File: src/rtl/cnn_pkg.sv
// Shared constants and state encoding for the simpleCNN front end.
package cnn_pkg;

  localparam int PIX_W = 8;
  localparam int NPIX  = 25;
  localparam int IMG_W = PIX_W * NPIX;

  typedef enum logic [1:0] {
    LOAD = 2'd0,
    FIRE = 2'd1,
    WAIT = 2'd2
  } state_t;

endpackage

File: src/rtl/img_frame_loader.sv
// Packs a byte-serial pixel stream into one 5x5 frame, fires START once the
// frame is complete and holds the frame stable until the CNN reports DONE.
module img_frame_loader
  import cnn_pkg::*;
#(
  parameter int PIX_W_P = PIX_W,
  parameter int NPIX_P  = NPIX
) (
  input  logic                      CLK,
  input  logic                      RST,
  input  logic [PIX_W_P-1:0]        PIX_IN,
  input  logic                      PIX_VALID,
  input  logic                      PIX_SOF,
  output logic                      PIX_READY,
  input  logic                      CNN_DONE,
  output logic [PIX_W_P*NPIX_P-1:0] IMGIN,
  output logic                      START,
  output logic                      BUSY,
  output logic [7:0]                FRAME_CNT
);

  localparam int IDX_W = $clog2(NPIX_P);
  localparam logic [IDX_W-1:0] LAST_IDX = IDX_W'(NPIX_P - 1);

  state_t                      state_q, state_d;
  logic [IDX_W-1:0]            idx_q, idx_d;
  logic [PIX_W_P*NPIX_P-1:0]   imgin_q, imgin_d;
  logic                        ready_q, ready_d;
  logic                        start_q, start_d;
  logic                        busy_q, busy_d;
  logic [7:0]                  frame_cnt_q, frame_cnt_d;
  logic                        accept;

  // A pixel is taken only while the loader advertises READY, which is LOAD-only.
  assign accept = PIX_VALID && ready_q && (state_q == LOAD);

  // State and output registers; every output is a flop so nothing leaks combinationally.
  always_ff @(posedge CLK or posedge RST) begin
    if (RST) begin
      state_q     <= LOAD;
      idx_q       <= '0;
      imgin_q     <= '0;
      ready_q     <= 1'b0;
      start_q     <= 1'b0;
      busy_q      <= 1'b0;
      frame_cnt_q <= 8'd0;
    end else begin
      state_q     <= state_d;
      idx_q       <= idx_d;
      imgin_q     <= imgin_d;
      ready_q     <= ready_d;
      start_q     <= start_d;
      busy_q      <= busy_d;
      frame_cnt_q <= frame_cnt_d;
    end
  end

  // Next-state logic: DONE is only looked at in WAIT, so a DONE during FIRE is dropped.
  always_comb begin
    state_d = state_q;
    case (state_q)
      LOAD:    if (accept && !PIX_SOF && (idx_q == LAST_IDX)) state_d = FIRE;
      FIRE:    state_d = WAIT;
      WAIT:    if (CNN_DONE) state_d = LOAD;
      default: state_d = LOAD;
    endcase
  end

  // Pixel packing and frame counting; SOF restarts the write pointer at pixel 0.
  always_comb begin
    idx_d       = idx_q;
    imgin_d     = imgin_q;
    frame_cnt_d = frame_cnt_q;
    if (accept) begin
      if (PIX_SOF) begin
        imgin_d[0 +: PIX_W_P] = PIX_IN;
        idx_d                 = IDX_W'(1);
      end else begin
        imgin_d[idx_q*PIX_W_P +: PIX_W_P] = PIX_IN;
        idx_d = (idx_q == LAST_IDX) ? '0 : idx_q + IDX_W'(1);
      end
    end
    if ((state_q == WAIT) && CNN_DONE) begin
      frame_cnt_d = frame_cnt_q + 8'd1;
    end
  end

  // Registered outputs derived from the upcoming state. READY waits one full
  // cycle in LOAD before rising, giving the two-cycle DONE-to-accept gap.
  always_comb begin
    ready_d = (state_q == LOAD) && (state_d == LOAD);
    start_d = (state_d == FIRE);
    busy_d  = (state_d == FIRE) || (state_d == WAIT);
  end

  assign PIX_READY = ready_q;
  assign IMGIN     = imgin_q;
  assign START     = start_q;
  assign BUSY      = busy_q;
  assign FRAME_CNT = frame_cnt_q;

endmodule

File: config.mk
export PLATFORM = sky130hd
export DESIGN_NAME = img_frame_loader
export DESIGN_NICKNAME = d
export VERILOG_FILES = /design/src/rtl/cnn_pkg.sv /design/src/rtl/img_frame_loader.sv
export SDC_FILE = /design/constraint.sdc
export NUM_CORES = 1
export LEC_CHECK = 0
export ABC_AREA = 1
export CAP_MARGIN = 20
export CORE_ASPECT_RATIO = 0.7
export CORE_MARGIN = 2
export CORE_UTILIZATION = 46
export CTS_BUF_LIST = sky130_fd_sc_hd__clkbuf_16
export DETAILED_ROUTE_END_ITERATION = 6
export PLACE_DENSITY_LB_ADDON = 0.12
export SLEW_MARGIN = 0
export SYNTH_ARGS = -nofsm -noshare
export SYNTH_HDL_FRONTEND = slang
export SYNTH_SLANG_ARGS = --single-unit
File: constraint.sdc
create_clock -name CLK -period 6.8 [get_ports CLK]
set_input_delay 1.02 -clock CLK [delete_from_list [all_inputs] [get_ports CLK]]
set_output_delay 1.02 -clock CLK [all_outputs]
set_load 0.05 [all_outputs]
==> flow_summary.yaml, run 1 <==
placement:
  gp_congestion: 0.897
  dp_hpwl_um: 21100
  pre_cts_slack_ns: 1.73
  port-buffer-count: 223
timing:
  finClkSkew_ns: 0.00983
  hold_viol_final: 0
  grt_setup_unrepaired: "false"
  tightest_slew_ns: 0.999
  clock.fmax_mhz: 207
  final.min_clock_period_ns: 4.84
  tns_ns: 0
  setup_viol: 0
  finalWorstSetupSlack_ns: 1.96
  slew_violations: 0
  holdWs_ns: 0.471
  max-slew-margin-rel_pct: 33.4
  fin_crit_sh_pct: 71.2
yosys:
  yosysWarnings: 0
  syn-num-nets: 1265
  avgSynthCellArea_um2: 8.16
  ys_types: 28
  yosys-top-cells-area: "dfrtp_1, nand2_1, nand3_1, nand4_1, nor2_1"
  syn_inst: 1246
  synthArstFlopShare_pct: 100
  seq_area_frac_synth_pct: 53.6
  synth_top_cell_by_area: "dfrtp_1"
  synth_top_area_share_pct: 53.6
  yosysMostFrequentCell: "nand2_1"
  yosys_most_used_dff: "dfrtp_1"
  syn-cell-area_um2: 10200
  ys_top_cells_by_count: "nand2_1, dfrtp_1, nand3_1, nor2_1, nand4_1"
  synth-seq-cells: 218
  synth_edf_count: 0
clock_tree:
  path_clk_slew_ns: 0.06
  cts_resized: 0
  clk_latency_ns: 0.50
  clockBufferDepth: 3
  ctsHoldBuffers: 0
  clock_sinks: 218
  cts_buffers: 23
  cts_root_buf: "clkbuf_16"
  cts_max_level: 1
  cts_post_setup_buffers_inserted: 0
  cts_tree: "built"
final_layout:
  final-seq-area_um2: 5460
  diodes: 0
  nNetsFinal: 1467
  fillers: 1951
  multi_input_area_um2: 4170
  layout-drive-gt1-share_pct: 6.10
  syn_to_final_growth_pct: 31.4
  finish.utilization_pct: 61.7
detailed_routing:
  wl_um: 31500
  avgViaCountPerCell: 5.47
  route.vias.total: 9536
  dr.pass1.iters: 6
  first_iter_violations: 1206
  post_drt_wl_per_cell_um: 18.1
  drc_errors: 0
  ant_nets: 0
setup_path:
  cp.required_ns: 7.20
  r2r_setup_slack_ns: 1.96
  worstSetupStartpoint: "idx_q[0]"
  arrival_ns: 5.23
  crit_type: "reg2reg"
  worstPathMaxFanout: 60
  crit-reg2reg-launch: "idx_q[0]"
  startpoint_type: "flop"
  cp-end-kind: "flop"
floorplanning:
  dieHeight_um: 128
  die_area_um2: 23300
  start_util_pct: 46.9
  ios: 224
  core_area_um2: 21700
  rows: 45
  die_w_um: 182
min_path:
  min_path_type: "reg2reg"
  min_from: "IMGIN[164]"
grt:
  grt_pass1_wl_um: 49900
  grt_max_degree: 132
  first_global_vias: 8848
  grt_use_total_pct: 27.0
  grt_antenna_before_repair: 0
  overflow: 0
pwr:
  p_total_w: 0.00349
  leakage_nw: 6.79
  peakVddDrop_uv: 162
  pwr_density_cell_nw_per_um2: 261
flow_run:
  drv_cap: 0
run_status:
  outcome: "finished, final reports clean"
## worst paths after layout
| kind | cells past startpoint | end |
|---|---|---|
| max | 11 | IMGIN[49] |
| min | 2 | IMGIN[164] |
| max reg2reg | 11 | IMGIN[49] |
| min reg2reg | 2 | IMGIN[164] |
| max in group asynchronous | 3 | IMGIN[32] |
| min in group asynchronous | 2 | FRAME_CNT[0] |
## metal layers
metal,global-route usage (%),wire (um),vias up
li1,-,-,4466
met1,43.9,15200,4598
met2,37.4,12900,447
met3,5.66,2990,25
met4,4.26,352,0
met5,0,0,-
## cell type report
type                            instances  area share, %
Sequential cell                       218           40.8
Multi-Input combinational cell        884           31.2
Timing Repair Buffer                  244           18.4
Clock buffer                           23           4.31
Tap cell                              282           2.64
Inverter                               77           2.21
Clock inverter                         14          0.449
## metrics by stage
step           area [um2]  instances
6_report            13400       1742
5_1_grt             13400       1742
4_1_cts             13300       1739
3_5_place_dp        12700       1702
3_3_place_gp        12600       1701
2_1_floorplan       10200       1246
## where the power goes
part / internal (W) / total, W / switching (W)
combinational: 0.000236 / 0.000981 / 0.000745
sequential: 0.00136 / 0.00140 / 0.0000441
clock: 0.000607 / 0.00111 / 0.000502
## layout by cell type (no fill, tap or decap), types with 6 or more instances in the layout
| master | instances |
|---|---|
| buf_4 | 16 |
| clkbuf_16 | 23 |
| clkdlybuf4s50_1 | 223 |
| clkinv_1 | 7 |
| dfrtp_1 | 217 |
| ha_1 | 6 |
| inv_1 | 75 |
| nand2_1 | 389 |
| nand2_2 | 16 |
| nand3_1 | 184 |
| nand4_1 | 77 |
| nor2_1 | 116 |
| nor2_4 | 9 |
| o21ai_0 | 53 |
| xor2_1 | 6 |
## flip-flops by register name, summed over array words and instances, names as in the netlist
register,cells
PIX_READY,1
IMGIN,200
idx_q,5
FRAME_CNT,8
START,1
state_q,2
BUSY,1
## cells by family (layout without fill, tap and decap cells)
kind of cell,after synthesis,count (layout),synth area share (%)
adder cells (fa/ha/maj),6,6,0.738
XOR/XNOR,12,12,1.22
multiplexers,1,1,0.111
flip-flops,218,218,53.6
buffers and inverters,144,358,5.77
AND/OR/NAND/NOR,802,802,35.4
AO/OA/AOI/OAI,63,63,3.15
## worst max-delay path, cell delays in order, from the launching register on
cell	delay, ns
dfrtp_2	0.34
buf_4	0.47
inv_2	0.13
ha_1	0.94
inv_1	0.71
nor2_1	0.72
buf_6	0.24
nand2_2	0.13
nor3_4	0.59
nand2_2	0.25
nand2_1	0.12
nand2_1	0.06
No activity file was read; power rests on OpenSTA's default activity.
==> run 2, diff against run 1 <==
clock period = 4.05 ns   (was 6.8 ns; I/O delays follow)
==> flow_summary.yaml, run 2 (synthesis results as in run 1) <==
final_layout:
  layout-drive-gt1-share_pct: 6.69
  nNetsFinal: 1471
  finish.utilization_pct: 61.9
  fillers: 1894
  syn_to_final_growth_pct: 32.0
  largest_reg_flops: 200
  final_common_cell: "nand2_1"
  diodes: 0
  layout_common_cells: "nand2_1, clkdlybuf4s50_1, dfrtp_1"
setup_path:
  max_stage_delay_ns: 0.50
  arrival_ns: 3.27
  cp_top_family: "simple AND/OR/NAND/NOR gates"
  crit_top_cell: "nand2_1"
  startpoint_type: "flop"
  timing.critical_path.buf_inv: 3
  cp.required_ns: 4.44
  worstPathMaxFanout: 27
  cp-end-kind: "flop"
  worstPathCellList: "inv_1 -> ha_1 -> nand2_1 -> nor2_1 -> ha_1 -> inv_1 -> nand2_1 -> nor2_4 -> buf_4 -> nand2_2 -> nand2_1 -> nand2_1"
  slowest_stage: "nor2_4"
  crit_type: "reg2reg"
placement:
  port-buffer-count: 223
  gp_congestion: 0.907
  pre_cts_slack_ns: 1.11
  dp_hpwl_um: 20900
timing:
  tightest_slew_ns: 0.992
  tns_ns: 0
  finClkSkew_ns: 0.0139
  clock.fmax_mhz: 347
  grt_setup_unrepaired: "false"
  slew_violations: 0
  hold_viol_final: 0
  setup_viol: 0
  finalWorstSetupSlack_ns: 1.17
  max-slew-margin-rel_pct: 33.7
  fin_crit_sh_pct: 71.1
  final.min_clock_period_ns: 2.88
detailed_routing:
  wl_um: 31400
  route.vias.total: 9531
  drc_errors: 1
  post_drt_wl_per_cell_um: 18.0
  ant_nets: 0
  dr.pass1.iters: 7
  first_iter_violations: 934
  avgViaCountPerCell: 5.46
grt:
  grt_use_total_pct: 27.1
  first_global_vias: 8793
  grt_antenna_before_repair: 0
  grt_max_degree: 70
  grt_pass1_wl_um: 50000
  overflow: 0
floorplanning:
  start_util_pct: 46.9
  core_area_um2: 21700
  dieHeight_um: 128
  ios: 224
  die_w_um: 182
  die_area_um2: 23300
  rows: 45
clock_tree:
  cts_post_setup_buffers_inserted: 0
  clockBufferDepth: 3
  clk_latency_ns: 0.51
  cts_resized: 0
  cts_buffers: 23
  clock_sinks: 218
  cts_root_buf: "clkbuf_16"
  cts_tree: "built"
  cts_max_level: 1
  path_clk_slew_ns: 0.06
  ctsHoldBuffers: 0
pwr:
  leakage_nw: 6.82
  pwr_density_cell_nw_per_um2: 443
  peakVddDrop_uv: 287
min_path:
  min_path_type: "reg2reg"
run_status:
  violations: "DRC"
  outcome: "finished with violations"
flow_run:
  drv_cap: 0
[run 2: metrics by stage]
step | hold WS, ns | cells | total power [W] | instance area [um2]
after floorplan | 0.519 | 1246 | 0.00348 | 10200
after global routing | 0.489 | 1747 | 0.00619 | 13400
after CTS | 0.475 | 1746 | 0.00596 | 13400
after detailed placement | 0.460 | 1708 | 0.00401 | 12700
after global placement | 0.456 | 1707 | 0.00398 | 12700
final | 0.473 | 1747 | 0.00595 | 13400
[run 2: cell type report]
cell class | count | area (um2) | share of cell area (%)
clock buffer | 23 | 576 | 4.29
clock inverter | 15 | 100 | 0.746
inverter | 77 | 295 | 2.20
multi-input combinational | 884 | 4170 | 31.1
sequential | 218 | 5460 | 40.7
tap | 282 | 353 | 2.63
timing repair buffer | 248 | 2470 | 18.4
[run 2: metal layers]
metal | track usage, % | vias up | part of all wire, %
li1 | - | 4481 | -
met1 | 43.1 | 4575 | 48
met2 | 38.8 | 441 | 41
met3 | 5.21 | 34 | 9.2
met4 | 4.50 | 0 | 1.3
met5 | 0 | - | 0
[run 2: power by group]
part	switching, W	total (W)	leakage, nW	internal [W]
registers	0.0000736	0.00236	3.02	0.00228
clock network	0.000862	0.00195	0.344	0.00109
logic	0.00124	0.00164	3.46	0.000396
[run 2: final timing paths]
| kind | start | endpoint | slack [ns] | cells past startpoint |
|---|---|---|---|---|
| min in group asynchronous | RST | IMGIN[14] | 0.62 | 2 |
| hold / removal | FRAME_CNT[7] | FRAME_CNT[7] | 0.47 | 1 |
| max in group asynchronous | RST | IMGIN[151] | 2.49 | 3 |
| setup reg to reg | idx_q[1] | IMGIN[165] | 1.17 | 12 |
| setup / recovery | idx_q[1] | IMGIN[165] | 1.17 | 12 |
| hold reg to reg | FRAME_CNT[7] | FRAME_CNT[7] | 0.47 | 1 |
